===== src/rtl/adder_sched_pkg.sv =====
// adder_sched_pkg: shared state encoding and default sizes for the adder round-robin scheduler.
package adder_sched_pkg;
  localparam int DEF_NREQ   = 4;
  localparam int DEF_DATA_W = 16;
  typedef enum logic [1:0] {IDLE = 2'd0, ALIGN = 2'd1, WAIT = 2'd2, RESP = 2'd3} state_t;
endpackage


===== src/rtl/rr_arbiter.sv =====
// rr_arbiter: combinational pick of the first requester at or after ptr, wrapping upward.
module rr_arbiter
  import adder_sched_pkg::*;
#(
  parameter int NREQ = DEF_NREQ,
  localparam int IW = $clog2(NREQ)
) (
  input  logic [NREQ-1:0] req,
  input  logic [IW-1:0]   ptr,
  output logic [NREQ-1:0] win_oh,
  output logic [IW-1:0]   win_idx
);
  logic [IW-1:0] j;
  // Scan from farthest to nearest so the requester closest to ptr wins last.
  always_comb begin
    win_oh  = '0;
    win_idx = '0;
    j       = '0;
    for (int k = NREQ - 1; k >= 0; k--) begin
      j = ptr + IW'(k);
      if (req[j]) begin
        win_oh  = NREQ'(1) << j;
        win_idx = j;
      end
    end
  end
endmodule


===== src/rtl/adder_rr_sched.sv =====
// adder_rr_sched: shares one free-running 4-operand adder among NREQ requesters, round-robin,
// discarding the first misaligned fin and timing out a silent adder.
module adder_rr_sched
  import adder_sched_pkg::*;
#(
  parameter int NREQ    = DEF_NREQ,
  parameter int DATA_W  = DEF_DATA_W,
  parameter int TIMEOUT = 12,
  localparam int IW = $clog2(NREQ),
  localparam int CW = $clog2(TIMEOUT + 1)
) (
  input  logic                     clk,
  input  logic                     rst_n,
  input  logic [NREQ-1:0]          req,
  input  logic [NREQ*4*DATA_W-1:0] req_op,
  output logic [NREQ-1:0]          gnt,
  output logic [NREQ-1:0]          done,
  output logic [DATA_W-1:0]        resp_sum,
  output logic                     resp_err,
  output logic [DATA_W-1:0]        add_in1,
  output logic [DATA_W-1:0]        add_in2,
  output logic [DATA_W-1:0]        add_in3,
  output logic [DATA_W-1:0]        add_in4,
  input  logic [DATA_W-1:0]        add_sum,
  input  logic                     add_fin
);
  state_t                state_q, state_d;
  logic [NREQ-1:0]       gnt_q, gnt_d, done_q, done_d;
  logic [DATA_W-1:0]     sum_q, sum_d;
  logic                  err_q, err_d;
  logic [4*DATA_W-1:0]   ops_q, ops_d;
  logic [IW-1:0]         ptr_q, ptr_d;
  logic [CW-1:0]         cnt_q, cnt_d;
  logic [NREQ-1:0]       win_oh;
  logic [IW-1:0]         win_idx;
  logic                  tmo;

  rr_arbiter #(.NREQ(NREQ)) u_arb (
    .req     (req),
    .ptr     (ptr_q),
    .win_oh  (win_oh),
    .win_idx (win_idx)
  );

  // The cycle in which the TIMEOUT-th ALIGN/WAIT cycle elapses.
  assign tmo = cnt_q == CW'(TIMEOUT - 1);

  always_comb begin
    state_d = state_q;
    gnt_d   = gnt_q;
    done_d  = '0;
    sum_d   = sum_q;
    err_d   = err_q;
    ops_d   = ops_q;
    ptr_d   = ptr_q;
    cnt_d   = cnt_q;
    case (state_q)
      IDLE: if (|req) begin
        ops_d   = req_op[int'(win_idx)*4*DATA_W +: 4*DATA_W];
        gnt_d   = win_oh;
        ptr_d   = win_idx + IW'(1);
        cnt_d   = '0;
        state_d = ALIGN;
      end
      ALIGN, WAIT: begin
        cnt_d = cnt_q + CW'(1);
        if (state_q == WAIT && add_fin) begin
          sum_d   = add_sum;
          err_d   = 1'b0;
          done_d  = gnt_q;
          state_d = RESP;
        end else if (tmo) begin
          sum_d   = '0;
          err_d   = 1'b1;
          done_d  = gnt_q;
          state_d = RESP;
        end else if (add_fin) begin
          state_d = WAIT;
        end
      end
      RESP: begin
        gnt_d   = '0;
        state_d = IDLE;
      end
      default: state_d = IDLE;
    endcase
  end

  always_ff @(posedge clk or negedge rst_n)
    if (!rst_n) begin
      state_q <= IDLE;
      gnt_q   <= '0;
      done_q  <= '0;
      sum_q   <= '0;
      err_q   <= 1'b0;
      ops_q   <= '0;
      ptr_q   <= '0;
      cnt_q   <= '0;
    end else begin
      state_q <= state_d;
      gnt_q   <= gnt_d;
      done_q  <= done_d;
      sum_q   <= sum_d;
      err_q   <= err_d;
      ops_q   <= ops_d;
      ptr_q   <= ptr_d;
      cnt_q   <= cnt_d;
    end

  assign gnt      = gnt_q;
  assign done     = done_q;
  assign resp_sum = sum_q;
  assign resp_err = err_q;
  assign add_in1  = ops_q[0*DATA_W +: DATA_W];
  assign add_in2  = ops_q[1*DATA_W +: DATA_W];
  assign add_in3  = ops_q[2*DATA_W +: DATA_W];
  assign add_in4  = ops_q[3*DATA_W +: DATA_W];
endmodule


===== config.mk =====
export PLATFORM = sky130hd
export DESIGN_NAME = adder_rr_sched
export DESIGN_NICKNAME = d
export VERILOG_FILES = /design/src/rtl/adder_sched_pkg.sv /design/src/rtl/rr_arbiter.sv /design/src/rtl/adder_rr_sched.sv
export SDC_FILE = /design/constraint.sdc
export NUM_CORES = 1
export LEC_CHECK = 0
export ABC_AREA = 1
export CAP_MARGIN = 20
export CORE_UTILIZATION = 37
export DETAILED_ROUTE_END_ITERATION = 10
export GPL_TIMING_DRIVEN = 0
export PLACE_DENSITY = 0.75
export SETUP_SLACK_MARGIN = 0.2
export SLEW_MARGIN = 20
export SYNTH_ARGS = -nofsm -noshare
export SYNTH_HDL_FRONTEND = slang
export SYNTH_HIERARCHICAL = 1
export SYNTH_SLANG_ARGS = --single-unit
export TNS_END_PERCENT = 30

===== constraint.sdc =====
create_clock -name clk -period 2.2 [get_ports clk]
set_input_delay 0.33 -clock clk [delete_from_list [all_inputs] [get_ports clk]]
set_output_delay 0.33 -clock clk [all_outputs]
set_load 0.02 [all_outputs]

== Word level (Yosys, flattened, before mapping) ==
Index checks and enable logic that the tools add are counted.
Storage, ports and cells
  word-level logic and storage cells: 72
  memory bits (writable): 0
  memories: 0
  output and inout port bits: 89
  latch bits: 0
  input port bits: 279
  flip-flop bits (word level): 97
  memory bits (read-only): 0
Operators by class
  muxes and demuxes: 32
  reduce and logical (&&, ||, !) cells: 12
  $mul: 0
  divide/modulo/power cells: 0
  bitwise operators: 0
  magnitude comparators: 4
  add/sub/neg operators: 5
  equal/unequal tests: 6
  shifts and indexed selects: 5
Operators by type and width (count)
  variable part select 256 x 9 -> 64 bit: 1
  two-way mux 4 bit: 9
  two-way mux 16 bit: 2
  two-way mux 2 bit: 8
  case mux 4 bit (2 select lines): 2
  left shift 1 x 2 -> 4 bit (first input constant): 4
  less-than comparator 2 x 3 -> 1 bit (second input constant): 4
  AND reduction 2 bit: 5
  binary-select mux 1 bit (select 2 bit): 4
  two-way mux 1 bit: 6
  case mux 2 bit (3 select lines): 1
  nonzero test 2 bit: 3
  adder 2 x 1 -> 2 bit (second input constant): 2
  adder 2 bit (second input constant): 2
  adder 4 x 1 -> 4 bit (second input constant): 1
  == test 2 bit (second input constant): 2
  == test 4 bit (second input constant): 1
  != test 4 bit (second input constant): 1
  OR reduction 4 bit: 1
  == test 2 x 1 -> 1 bit (second input constant): 1
  zero test 2 bit: 1
  != test 2 bit (second input constant): 1
  OR reduction 2 bit: 1
  logical AND 1 bit: 1

== Logic depth before layout (Yosys ltp) ==
  word-level depth: 9
  gate-level depth with buffers: 19

== Hierarchy ==
Netlist, hierarchy kept.
By module, submodules not included
  adder_rr_sched: area an instance 6720.2 um2, times used 1, cells each 1117
  rr_arbiter: area an instance 483.0 um2, times used 1, cells each 83

== Worst setup path before layout ==
OpenSTA, ideal clock, no wires.
  kind: flip-flop to flip-flop
  from: reg ptr_q[0]
  to: reg ops_q[38]
  arrival time: 2.284 ns
  clock period less this slack: 2.402 ns
  cell stages (with the launch flop): 18
  slack: -0.202 ns
  library setup time: 0.117 ns
  path through: dfrtp_1 inv_2 ha_1 inv_1 nand3_2 nand2_4 inv_4 a21oi_1 o21ai_1 buf_2 buf_2 buf_4 nor2_1 nor2_1 nand2_1 nand2_1 nand2_1 nand2_1
Between the ends
  longest elaborated chain between the ends: 8
  elaborated cells on any way between the ends: 16
  those cells by class: 3 x add/sub; 1 x shift; 12 x mux
RTL lines
  start: declaration: RTL line adder_rr_sched.sv:32  | logic [IW-1:0] ptr_q, ptr_d;
  start signal: assignment: RTL line adder_rr_sched.sv:106  | ptr_q <= ptr_d;
  adder 2 bit: RTL line rr_arbiter.sv:20  | j = ptr + IW'(k);
  binary-select mux 1 bit (select 2 bit): RTL line rr_arbiter.sv:21  | if (req[j]) begin
  two-way mux 1 bit (implied by the code): RTL line rr_arbiter.sv:21
  two-way mux 2 bit (3 in a row): RTL line rr_arbiter.sv:21
  two-way mux 2 bit *: RTL line rr_arbiter.sv:21
  net win_idx[0]: RTL line adder_rr_sched.sv:35  | logic [IW-1:0] win_idx;
  variable part select 256 x 9 -> 64 bit *: RTL line adder_rr_sched.sv:59  | ops_d = req_op[int'(win_idx)*4*DATA_W +: 4*DATA_W];
  end signal: assignment: RTL line adder_rr_sched.sv:105  | ops_q <= ops_d;
  end: declaration: RTL line adder_rr_sched.sv:31  | logic [4*DATA_W-1:0] ops_q, ops_d;
The timed path passes the listed nets; every way through them passes the cells marked *. The select of a mux whose other input is x is not followed.
A chain may end at the register's enable or synchronous reset.

== Final worst setup path ==
  from: reg ptr_q[0]
  to: reg ops_q[49]
Same word-level chain as after synthesis.

==> flow_summary.toml <==
[outcome]
status = "complete, but fails checks"
violations = "negative setup slack"

[die]
initial_core_util_pct = 38.1
coreArea_um2 = 18900
ioPinCount = 368
die_area_um2 = 20000
dieHeight_um = 142
die_w_um = 142
rows = 50

[clocking]
clk_pin_slew_ns = 0.08
clk_path_buf_depth = 2
root_buffer = "clkbuf_16"
htreeDepth = 3
clkLatencyLatePin_ns = 0.35
cts_sinks = 97
cts_buffers = 9
cts_tree = "built"

[yosys]
synth_top_cell_area_share_pct = 33.7
syn_nets = 1491
syn-mean-instance-area_um2 = 6.00
ys_ff_latch = 97
ys_types = 28
netlist_instances = 1200
syn_area_um2 = 7200
yosysWarnings = 6
ys_seq_area_share_pct = 33.7
synth_area_leaders = "dfrtp_1 (34%), nand2_1 (27%), inv_1 (7.7%)"
netlist.top_cell.by_area = "dfrtp_1"

[routing]
drc = 0
wl_per_cell_um = 15.4
firstDrtPassIters = 5
ant_nets = 0
drtIter0Drc = 460
viasPerCell = 4.66
wl_um = 28700
vias = 8668

[placed_design]
dp.cells = 1828
dp_slack_ns = -0.761
numPortBuffers = 367
dpl.hpwl_um = 22300
gp_congestion = 0.886

[sta]
setup_viol = 64
worstMarginPinSlew_ns = 0.480
rsz0062_at_grt = "true"
fin_crit_sh_pct = 108
hold_violations = 0
period_needed_ns = 2.37
final-max-slew-violation-count = 0
worst_slack_ns = -0.166
max_clock_freq_ghz = 0.423
slew_headroom_pct = 68.0
skew_ns = 0.00848

[global_route]
first_global_vias = 7901
overflow = 0
grt_max_degree = 61
grt_pass1_wl_um = 42300
antenna_found_initial = 0
track_usage_pct = 27.9

[critical_path]
r2r_slack_ns = -0.17
crit_path_max_fanout = 7
path_class = "flip-flop to flip-flop"
cp-start-kind = "flip-flop"
r2r-end = "ops_q[49]"
critPathCaptureType = "flip-flop"
worstPathRequired_ns = 2.43
crit_arrival_ns = 2.60
rr_worst_depth = 18
rr_startpoint = "ptr_q[0]"

[finish]
syn2layout_area_growth_pct = 67.8
diodes = 0
nFillCells = 1783
drive_gt1_share_pct = 9.93
nNetsFinal = 1887
layout.cells.non_filler = 1861

[run]
cap_violations = 0

[power_and_ir_drop]
ir_worst_vdd_v = 0.000927
power_density_nw_per_um2 = 1800
total_power_mw = 21.8
leakage_nw = 6.26

[worst_hold_path]
hold_class = "primary input to async pin"
## metrics by stage
step / area, µm² / hold WS, ns / TNS (ns) / utilization (%)
3_5_place_dp: 11300 / 0.262 / -34.58 / 59.7
3_3_place_gp: 11200 / 0.461 / -321.16 / 59.5
5_1_grt: 12100 / 0.473 / -12.64 / 64.0
2_1_floorplan: 7240 / 0.0344 / 0 / -
6_report: 12100 / 0.444 / -5.89 / 64.0
4_1_cts: 11800 / 0.450 / -4.88 / 62.3
## layout by cell type, fill, tap and decap left out, types with 6 or more instances in the layout
cell,synthesis,final
clkdlybuf4s50_1,0,366
nand2_4,4,7
or2_0,20,20
or2_2,7,7
buf_1,10,6
nand2_2,4,23
buf_4,5,18
nand2_1,522,500
buf_8,0,6
inv_1,147,145
nor2_1,144,140
nand3_1,105,93
clkbuf_16,0,13
ha_1,12,11
buf_6,7,12
clkbuf_1,15,7
buf_2,23,12
nand3_2,5,15
clkbuf_2,3,8
or2_1,40,40
dfrtp_1,97,95
## where the power goes
group	total [mW]	switching (mW)	internal, mW	leakage, nW
sequential	3.16	0.503	2.65	1.21
combinational	17.0	9.97	7.07	4.90
clock	1.59	0.788	0.802	0.144
## critical path, stage by stage (launching register included)
cell      delay [ns]
dfrtp_2         0.40
clkinv_4        0.08
ha_4            0.27
inv_4           0.07
nand3_2         0.07
nand2_2         0.08
inv_2           0.05
nor2_4          0.12
o21ai_2         0.07
o21ai_2         0.07
buf_6           0.15
inv_6           0.04
buf_12          0.14
buf_12          0.15
or2_0           0.19
nand2_1         0.12
nand2_2         0.07
nand2_1         0.06
nand2_1         0.06
## cells by family after synthesis
logic type               after synthesis  share of synthesized area [%]
AND/OR/NAND/NOR                      854                           49.8
buffers and inverters                218                           12.8
flip-flops                            97                           33.7
AO/OA/AOI/OAI                         17                           1.32
adder cells (fa/ha/maj)               12                           2.08
XOR/XNOR                               2                          0.243
## cell type report
cell class	instances	area (µm²)	area share, %
Multi-Input combinational cell	885	4050	33.5
Clock buffer	9	225	1.86
Inverter	155	602	4.98
Buffer	63	485	4.02
Clock inverter	7	71.3	0.590
Sequential cell	97	2430	20.1
Tap cell	260	325	2.69
Timing Repair Buffer	385	3900	32.3
## synth_stat cells
cell type / instances
nand2_1: 522
inv_1: 147
nor2_1: 144
nand3_1: 105
dfrtp_1: 97
or2_1: 40
buf_2: 23
or2_0: 20
clkbuf_1: 15
ha_1: 12
buf_1: 10
buf_6: 7
or2_2: 7
a21oi_1: 6
inv_2: 6
buf_4: 5
nand3_2: 5
a21boi_0: 4
nand2_2: 4
nand2_4: 4
o21ai_0: 4
clkbuf_2: 3
o21ai_1: 3
nand4_1: 2
xnor2_1: 2
clkinv_1: 1
inv_4: 1
nor2_4: 1
## flip-flops by register name, summed over array words and instances, names as in the netlist
| register | count |
|---|---|
| resp_err | 1 |
| state_q | 2 |
| resp_sum | 16 |
| done | 4 |
| ptr_q | 2 |
| gnt | 4 |
| ops_q | 64 |
| cnt_q | 4 |
## worst max-delay path by stage
stage,start,end,slack [ns],cells past startpoint
finish,ptr_q[0],ops_q[49],-0.17,18
global route,ptr_q[0],ops_q[43],-0.27,18
CTS,ptr_q[0],ops_q[49],-0.16,18
detailed placement,req[2],ops_q[46],-0.76,16
global placement,rst_n,ptr_q[0],-3.33,1
floorplan,ptr_q[0],ops_q[17],0.02,18
## metal layers
layer  up-vias  wire length (µm)  track usage [%]
met5         -                 0                0
met1      3926             11600             33.3
met4         0               808             8.55
li1       4353                 -                -
met2       339             14200             49.7
met3        50              2050             6.14
## what timing repair did
action                                  CTS  global route
endpoints found under the setup margin   66            66
hold endpoints to repair                 37             0
setup buffers                            10             2
resized for setup                        44            64
gates cloned                              0             4
pin swaps                                 2            29
hold buffers                              1             0
Note: power is estimated with default switching activity, not from simulation.
